### src/rtl/quick_spi_arb_pkg.sv
// quick_spi_arb_pkg: shared types and defaults for the quick_spi round-robin arbiter.
package quick_spi_arb_pkg;
    localparam int DEF_NUM_REQ        = 4;
    localparam int DEF_SLAVE_W        = 2;
    localparam int DEF_WDATA_W        = 16;
    localparam int DEF_RDATA_W        = 8;
    localparam int DEF_TIMEOUT_CYCLES = 4096;
    localparam logic OP_WRITE = 1'b0;
    localparam logic OP_READ  = 1'b1;
    typedef enum logic [1:0] {IDLE, BUSY, GAP} arb_state_e;
endpackage

### src/rtl/quick_spi_rr_picker.sv
// quick_spi_rr_picker: combinational round-robin search; first set bit above ptr_i, wrapping.
module quick_spi_rr_picker #(
    parameter int NUM_REQ = 4
) (
    input  logic [NUM_REQ-1:0]         req_i,
    input  logic [$clog2(NUM_REQ)-1:0] ptr_i,
    output logic [$clog2(NUM_REQ)-1:0] grant_o,
    output logic                       any_grant_o
);
    localparam int IDX_W = $clog2(NUM_REQ);
    logic [IDX_W-1:0] idx;
    // Scan from farthest to nearest so the nearest hit is the last assignment.
    always_comb begin
        grant_o = '0;
        idx = '0;
        for (int i = NUM_REQ; i >= 1; i--) begin
            idx = IDX_W'((int'(ptr_i) + i) % NUM_REQ);
            if (req_i[idx]) grant_o = idx;
        end
    end
    assign any_grant_o = |req_i;
endmodule

### src/rtl/quick_spi_arbiter.sv
// quick_spi_arbiter: round-robin sharing of one quick_spi master between NUM_REQ requesters.
// Optional watchdog on BUSY enabled by defining QUICK_SPI_ARB_TIMEOUT_EN.
module quick_spi_arbiter
    import quick_spi_arb_pkg::*;
#(
    parameter int NUM_REQ        = DEF_NUM_REQ,
    parameter int SLAVE_W        = DEF_SLAVE_W,
    parameter int WDATA_W        = DEF_WDATA_W,
    parameter int RDATA_W        = DEF_RDATA_W,
    parameter int TIMEOUT_CYCLES = DEF_TIMEOUT_CYCLES
) (
    input  logic                         clk,
    input  logic                         rst_n,
    input  logic [NUM_REQ-1:0]           req_valid,
    output logic [NUM_REQ-1:0]           req_ready,
    input  logic [NUM_REQ*SLAVE_W-1:0]   req_slave,
    input  logic [NUM_REQ-1:0]           req_op,
    input  logic [NUM_REQ*WDATA_W-1:0]   req_wdata,
    output logic                         rsp_valid,
    output logic [$clog2(NUM_REQ)-1:0]   rsp_id,
    output logic [RDATA_W-1:0]           rsp_rdata,
    output logic                         rsp_error,
    output logic                         spi_enable,
    output logic                         spi_start_transaction,
    output logic [SLAVE_W-1:0]           spi_slave,
    output logic                         spi_operation,
    output logic [WDATA_W-1:0]           spi_outgoing_data,
    input  logic                         spi_end_of_transaction,
    input  logic [RDATA_W-1:0]           spi_incoming_data
);
    localparam int ID_W = $clog2(NUM_REQ);

    if (NUM_REQ < 2 || NUM_REQ > 8 || TIMEOUT_CYCLES < 1) begin : g_param_check
        $error("quick_spi_arbiter: unsupported parameter values");
    end

    arb_state_e          state_q, state_d;
    logic [ID_W-1:0]     ptr_q, ptr_d;
    logic [NUM_REQ-1:0]  ready_q, ready_d;
    logic                en_q, start_q, start_d;
    logic [SLAVE_W-1:0]  slave_q, slave_d;
    logic                op_q, op_d;
    logic [WDATA_W-1:0]  wdata_q, wdata_d;
    logic                rsp_valid_q, rsp_valid_d, rsp_error_q, rsp_error_d;
    logic [ID_W-1:0]     rsp_id_q, rsp_id_d;
    logic [RDATA_W-1:0]  rsp_rdata_q, rsp_rdata_d;
    logic [ID_W-1:0]     grant;
    logic                any_grant;
`ifdef QUICK_SPI_ARB_TIMEOUT_EN
    localparam int CNT_W = $clog2(TIMEOUT_CYCLES + 1);
    logic [CNT_W-1:0]    cnt_q, cnt_d;
`endif

    quick_spi_rr_picker #(.NUM_REQ(NUM_REQ)) u_picker (
        .req_i       (req_valid),
        .ptr_i       (ptr_q),
        .grant_o     (grant),
        .any_grant_o (any_grant)
    );

    always_comb begin
        state_d     = state_q;
        ptr_d       = ptr_q;
        ready_d     = '0;
        start_d     = start_q;
        slave_d     = slave_q;
        op_d        = op_q;
        wdata_d     = wdata_q;
        rsp_valid_d = 1'b0;
        rsp_id_d    = rsp_id_q;
        rsp_rdata_d = rsp_rdata_q;
        rsp_error_d = rsp_error_q;
`ifdef QUICK_SPI_ARB_TIMEOUT_EN
        cnt_d       = '0;
`endif
        case (state_q)
            IDLE: if (any_grant) begin
                state_d        = BUSY;
                ptr_d          = grant;
                ready_d[grant] = 1'b1;
                start_d        = 1'b1;
                slave_d        = req_slave[int'(grant)*SLAVE_W +: SLAVE_W];
                op_d           = req_op[grant];
                wdata_d        = req_wdata[int'(grant)*WDATA_W +: WDATA_W];
            end
            BUSY: begin
`ifdef QUICK_SPI_ARB_TIMEOUT_EN
                cnt_d = cnt_q + 1'b1;
`endif
                if (spi_end_of_transaction) begin
                    state_d     = GAP;
                    start_d     = 1'b0;
                    rsp_valid_d = 1'b1;
                    rsp_id_d    = ptr_q;
                    rsp_rdata_d = spi_incoming_data;
                    rsp_error_d = 1'b0;
                end
`ifdef QUICK_SPI_ARB_TIMEOUT_EN
                else if (cnt_q == CNT_W'(TIMEOUT_CYCLES - 1)) begin
                    state_d     = GAP;
                    start_d     = 1'b0;
                    rsp_valid_d = 1'b1;
                    rsp_id_d    = ptr_q;
                    rsp_rdata_d = '0;
                    rsp_error_d = 1'b1;
                end
`endif
            end
            GAP:     state_d = IDLE;
            default: state_d = IDLE;
        endcase
    end

    always_ff @(posedge clk) begin
        if (!rst_n) begin
            state_q     <= IDLE;
            ptr_q       <= ID_W'(NUM_REQ - 1);
            ready_q     <= '0;
            en_q        <= 1'b0;
            start_q     <= 1'b0;
            slave_q     <= '0;
            op_q        <= 1'b0;
            wdata_q     <= '0;
            rsp_valid_q <= 1'b0;
            rsp_id_q    <= '0;
            rsp_rdata_q <= '0;
            rsp_error_q <= 1'b0;
`ifdef QUICK_SPI_ARB_TIMEOUT_EN
            cnt_q       <= '0;
`endif
        end else begin
            state_q     <= state_d;
            ptr_q       <= ptr_d;
            ready_q     <= ready_d;
            en_q        <= 1'b1;
            start_q     <= start_d;
            slave_q     <= slave_d;
            op_q        <= op_d;
            wdata_q     <= wdata_d;
            rsp_valid_q <= rsp_valid_d;
            rsp_id_q    <= rsp_id_d;
            rsp_rdata_q <= rsp_rdata_d;
            rsp_error_q <= rsp_error_d;
`ifdef QUICK_SPI_ARB_TIMEOUT_EN
            cnt_q       <= cnt_d;
`endif
        end
    end

    assign req_ready             = ready_q;
    assign rsp_valid             = rsp_valid_q;
    assign rsp_id                = rsp_id_q;
    assign rsp_rdata             = rsp_rdata_q;
    assign rsp_error             = rsp_error_q;
    assign spi_enable            = en_q;
    assign spi_start_transaction = start_q;
    assign spi_slave             = slave_q;
    assign spi_operation         = op_q;
    assign spi_outgoing_data     = wdata_q;
endmodule

### config.mk
export PLATFORM = sky130hd
export DESIGN_NAME = quick_spi_arbiter
export DESIGN_NICKNAME = d
export VERILOG_FILES = /design/src/rtl/quick_spi_arb_pkg.sv /design/src/rtl/quick_spi_rr_picker.sv /design/src/rtl/quick_spi_arbiter.sv
export SDC_FILE = /design/constraint.sdc
export NUM_CORES = 1
export LEC_CHECK = 0
export CAP_MARGIN = 20
export CELL_PAD_IN_SITES_DETAIL_PLACEMENT = 0
export CELL_PAD_IN_SITES_GLOBAL_PLACEMENT = 1
export CORE_MARGIN = 2
export CORE_UTILIZATION = 28
export DETAILED_ROUTE_END_ITERATION = 10
export GPL_TIMING_DRIVEN = 0
export PLACE_DENSITY = 0.84
export SLEW_MARGIN = 20
export SYNTH_ARGS = -nofsm -noshare
export SYNTH_HDL_FRONTEND = slang
export SYNTH_SLANG_ARGS = --single-unit
### constraint.sdc
create_clock -name clk -period 3.4 [get_ports clk]
set_clock_uncertainty 0.15 [all_clocks]
set_input_delay 0.85 -clock clk [delete_from_list [all_inputs] [get_ports clk]]
set_output_delay 0.85 -clock clk [all_outputs]
set_load 0.02 [all_outputs]
==> results.json <==
{
  "max_freq_mhz": 356.9,
  "yosysMostFrequentCell": "dfxtp_1",
  "yosysTopAreaCellShare_pct": 39.19,
  "finalPower_w": 0.001552,
  "die_x_um": 89.43,
  "rsz0062_at_grt": "no",
  "placement_rows": 31,
  "synth_nets": 306,
  "p_leak_nw": 1.401,
  "area_growth_syn_to_layout_pct": 73.48,
  "layout.cells.non_filler": 448,
  "drc": 0,
  "root_buffer": "clkbuf_8",
  "synth_area_leaders": "dfxtp_1, mux2i_1, a221o_1",
  "endpoint_kind": "flop",
  "synth_ff_type": "dfxtp_1",
  "yosys.area.top_type": "dfxtp_1",
  "ios": 128,
  "worstPathRequired_ns": 3.47,
  "syn_area_um2": 2043,
  "wl_per_cell_um": 14.60,
  "cts_htree_levels": 2,
  "grt_pass1_vias": 2053,
  "grt_max_degree": 15,
  "core_region_area_um2": 7176,
  "cts_buffer_depth": 2,
  "synth_commonest_cells": "dfxtp_1, mux2i_1, nand2_1",
  "drv_cap": 0,
  "slowest_delay_ns": 0.54,
  "powerDensity_nw_per_um2": 437.8,
  "dpl.cell_count": 440,
  "die-area_um2": 7997,
  "antenna_cells": 0,
  "cp_slowest_cell": "clkdlybuf4s50_1",
  "critPathMaxFanout": 10,
  "ys_async_sr_fraction_pct": 0,
  "clk_latency_ns": 0.30,
  "startpoint_type": "input pin",
  "cts_buffers": 5,
  "die_h_um": 89.43,
  "num_vias": 2157,
  "layout.nets": 439,
  "holdBufCountCts": 0,
  "filler_cell_count": 690,
  "grt_usage_pct": 16.26,
  "synth-warning-count": 0,
  "status": "finished clean",
  "hold_violations": 0,
  "min_period_over_period_pct": 82.41,
  "slew_headroom_pct": 61.94,
  "finalSetupViolations": 0,
  "gp_congestion": 0.7075,
  "path_cells": "clkdlybuf4s50_1, nor2_1, nor2b_1, a221oi_1, clkbuf_1, nand2_1, o2bb2ai_1",
  "synth-edff-count": 0,
  "ir_drop_uv": 253.4,
  "crit_arrival_ns": 2.87,
  "yosysSeqAreaShare_pct": 39.19,
  "clk_pin_slew_worst_paths_ns": 0.08,
  "antenna_found_initial": 0,
  "synth.distinct_cells": 32,
  "syn_avg_cell_area_um2": 9.503,
  "dr.pass1.iters": 4,
  "start_util_pct": 28.47,
  "ys_seq_elements": 40,
  "wl_mm": 6.541,
  "maxSlewViolCount": 0,
  "grt_pass1_wl_mm": 9.929,
  "synthCells": 215,
  "vias_per_cell": 4.815,
  "worst_pin_slew_ns": 0.5708,
  "ant_nets": 0,
  "drive_above_1_share_pct": 6.877,
  "clock_sinks": 40,
  "hp-class": "reg2reg",
  "cts_resized": 0,
  "grt_overflow": 0,
  "drt_iter0_drc": 36,
  "cts_tree": "built",
  "critPathKind": "in2reg",
  "finish.utilization_pct": 49.40,
  "port_buffers": 126,
  "post-route-min-period_ns": 2.802,
  "hpwlAfterDp_mm": 4.916,
  "setup_tns_ns": 0,
  "cts_setup_buffers": 0
}
-- final timing paths --
| path | startpoint | to | slack [ns] | depth (start not counted) |
|---|---|---|---|---|
| hold / removal | spi_start_transaction | spi_start_transaction | 0.31 | 2 |
| setup / recovery | req_valid[1] | spi_outgoing_data[12] | 0.60 | 7 |
| hold reg to reg | spi_start_transaction | spi_start_transaction | 0.31 | 2 |
| setup reg to reg | ptr_q[0] | spi_outgoing_data[13] | 1.39 | 6 |
-- final cells by class --
class                   count  area (µm²)  share of cell area, %
clock inverters             3       47.55                  1.341
plain buffers              17       90.09                  2.541
multi-input cells         155        1141                  32.19
flip-flops and latches     40       800.8                  22.59
inverters                   3       11.26                 0.3177
repair buffers            126        1261                  35.58
well taps                  99       123.9                  3.495
clock buffers               5       68.82                  1.941
-- worst max-delay path, delay by kind of cell --
kind	cells	cell delay, ns
compound gates	2	0.51
buf+inv	2	1.03
simple gates	3	0.48
-- metal layers --
layer,track usage (%),share of wire (%)
met5,0,0
met4,3.256,0.78
met3,4.432,7.9
met2,28.89,48
met1,19.70,43
-- cells in the final DEF, fill, tap and decap left out --
cell type / synthesis / layout
nand2b_1: 2 / 2
o21a_1: 19 / 19
dfxtp_1: 40 / 40
nand2_1: 25 / 25
o21ai_0: 1 / 1
nor3b_1: 1 / 1
clkinv_4: 0 / 2
a221o_1: 20 / 20
nor2b_1: 1 / 1
a21oi_1: 3 / 3
nor2_2: 1 / 1
inv_1: 2 / 2
a21oi_2: 1 / 1
a211o_1: 1 / 1
mux2i_1: 29 / 29
bufinv_16: 0 / 1
and3_1: 1 / 1
nand3b_1: 1 / 1
conb_1: 1 / 1
clkbuf_8: 0 / 5
inv_2: 1 / 1
clkdlybuf4s50_1: 0 / 126
o211ai_1: 1 / 1
or3b_2: 1 / 1
nor3_1: 2 / 2
a221oi_1: 1 / 1
a22o_1: 2 / 2
buf_2: 6 / 6
buf_4: 3 / 3
buf_6: 1 / 1
nor4b_1: 1 / 1
a211oi_2: 2 / 2
o2bb2ai_1: 19 / 19
clkbuf_1: 7 / 7
nand3_1: 2 / 2
nor2_1: 17 / 17
-- through the flow --
stage	hold WS, ns	setup WS [ns]	cell area (µm²)
5_1_grt	0.3418	0.2855	3545
3_3_place_gp	0.2931	0.2712	3428
3_5_place_dp	0.2998	0.3176	3428
4_1_cts	0.3129	0.6084	3545
2_1_floorplan	0.3798	1.209	2043
6_report	0.3125	0.5979	3545
-- registers in the layout (all words and copies together), names as in the netlist --
signal                 count
ptr_q                      2
req_ready                  4
rsp_id                     2
rsp_rdata                  8
rsp_valid                  1
spi_enable                 1
spi_operation              1
spi_outgoing_data         16
spi_slave                  2
spi_start_transaction      1
state_q                    2
-- kinds of logic after synthesis --
kind of cell           count (synthesis)  synth area share (%)
other                                  1                0.1835
muxes                                 29                 14.21
DFF                                   40                 39.19
and+or+nand+nor                       55                 11.82
buffers and inverters                 20                 4.960
AOI/OAI and AO/OA                     70                 29.64
-- where the power goes --
part           total (W)  internal (W)  leakage, nW  switching, W
Sequential      0.000558      0.000527        0.331     0.0000307
Combinational   0.000594      0.000318         1.01      0.000276
Clock           0.000400      0.000221       0.0583      0.000179
Power figures use the tool's default switching activity.
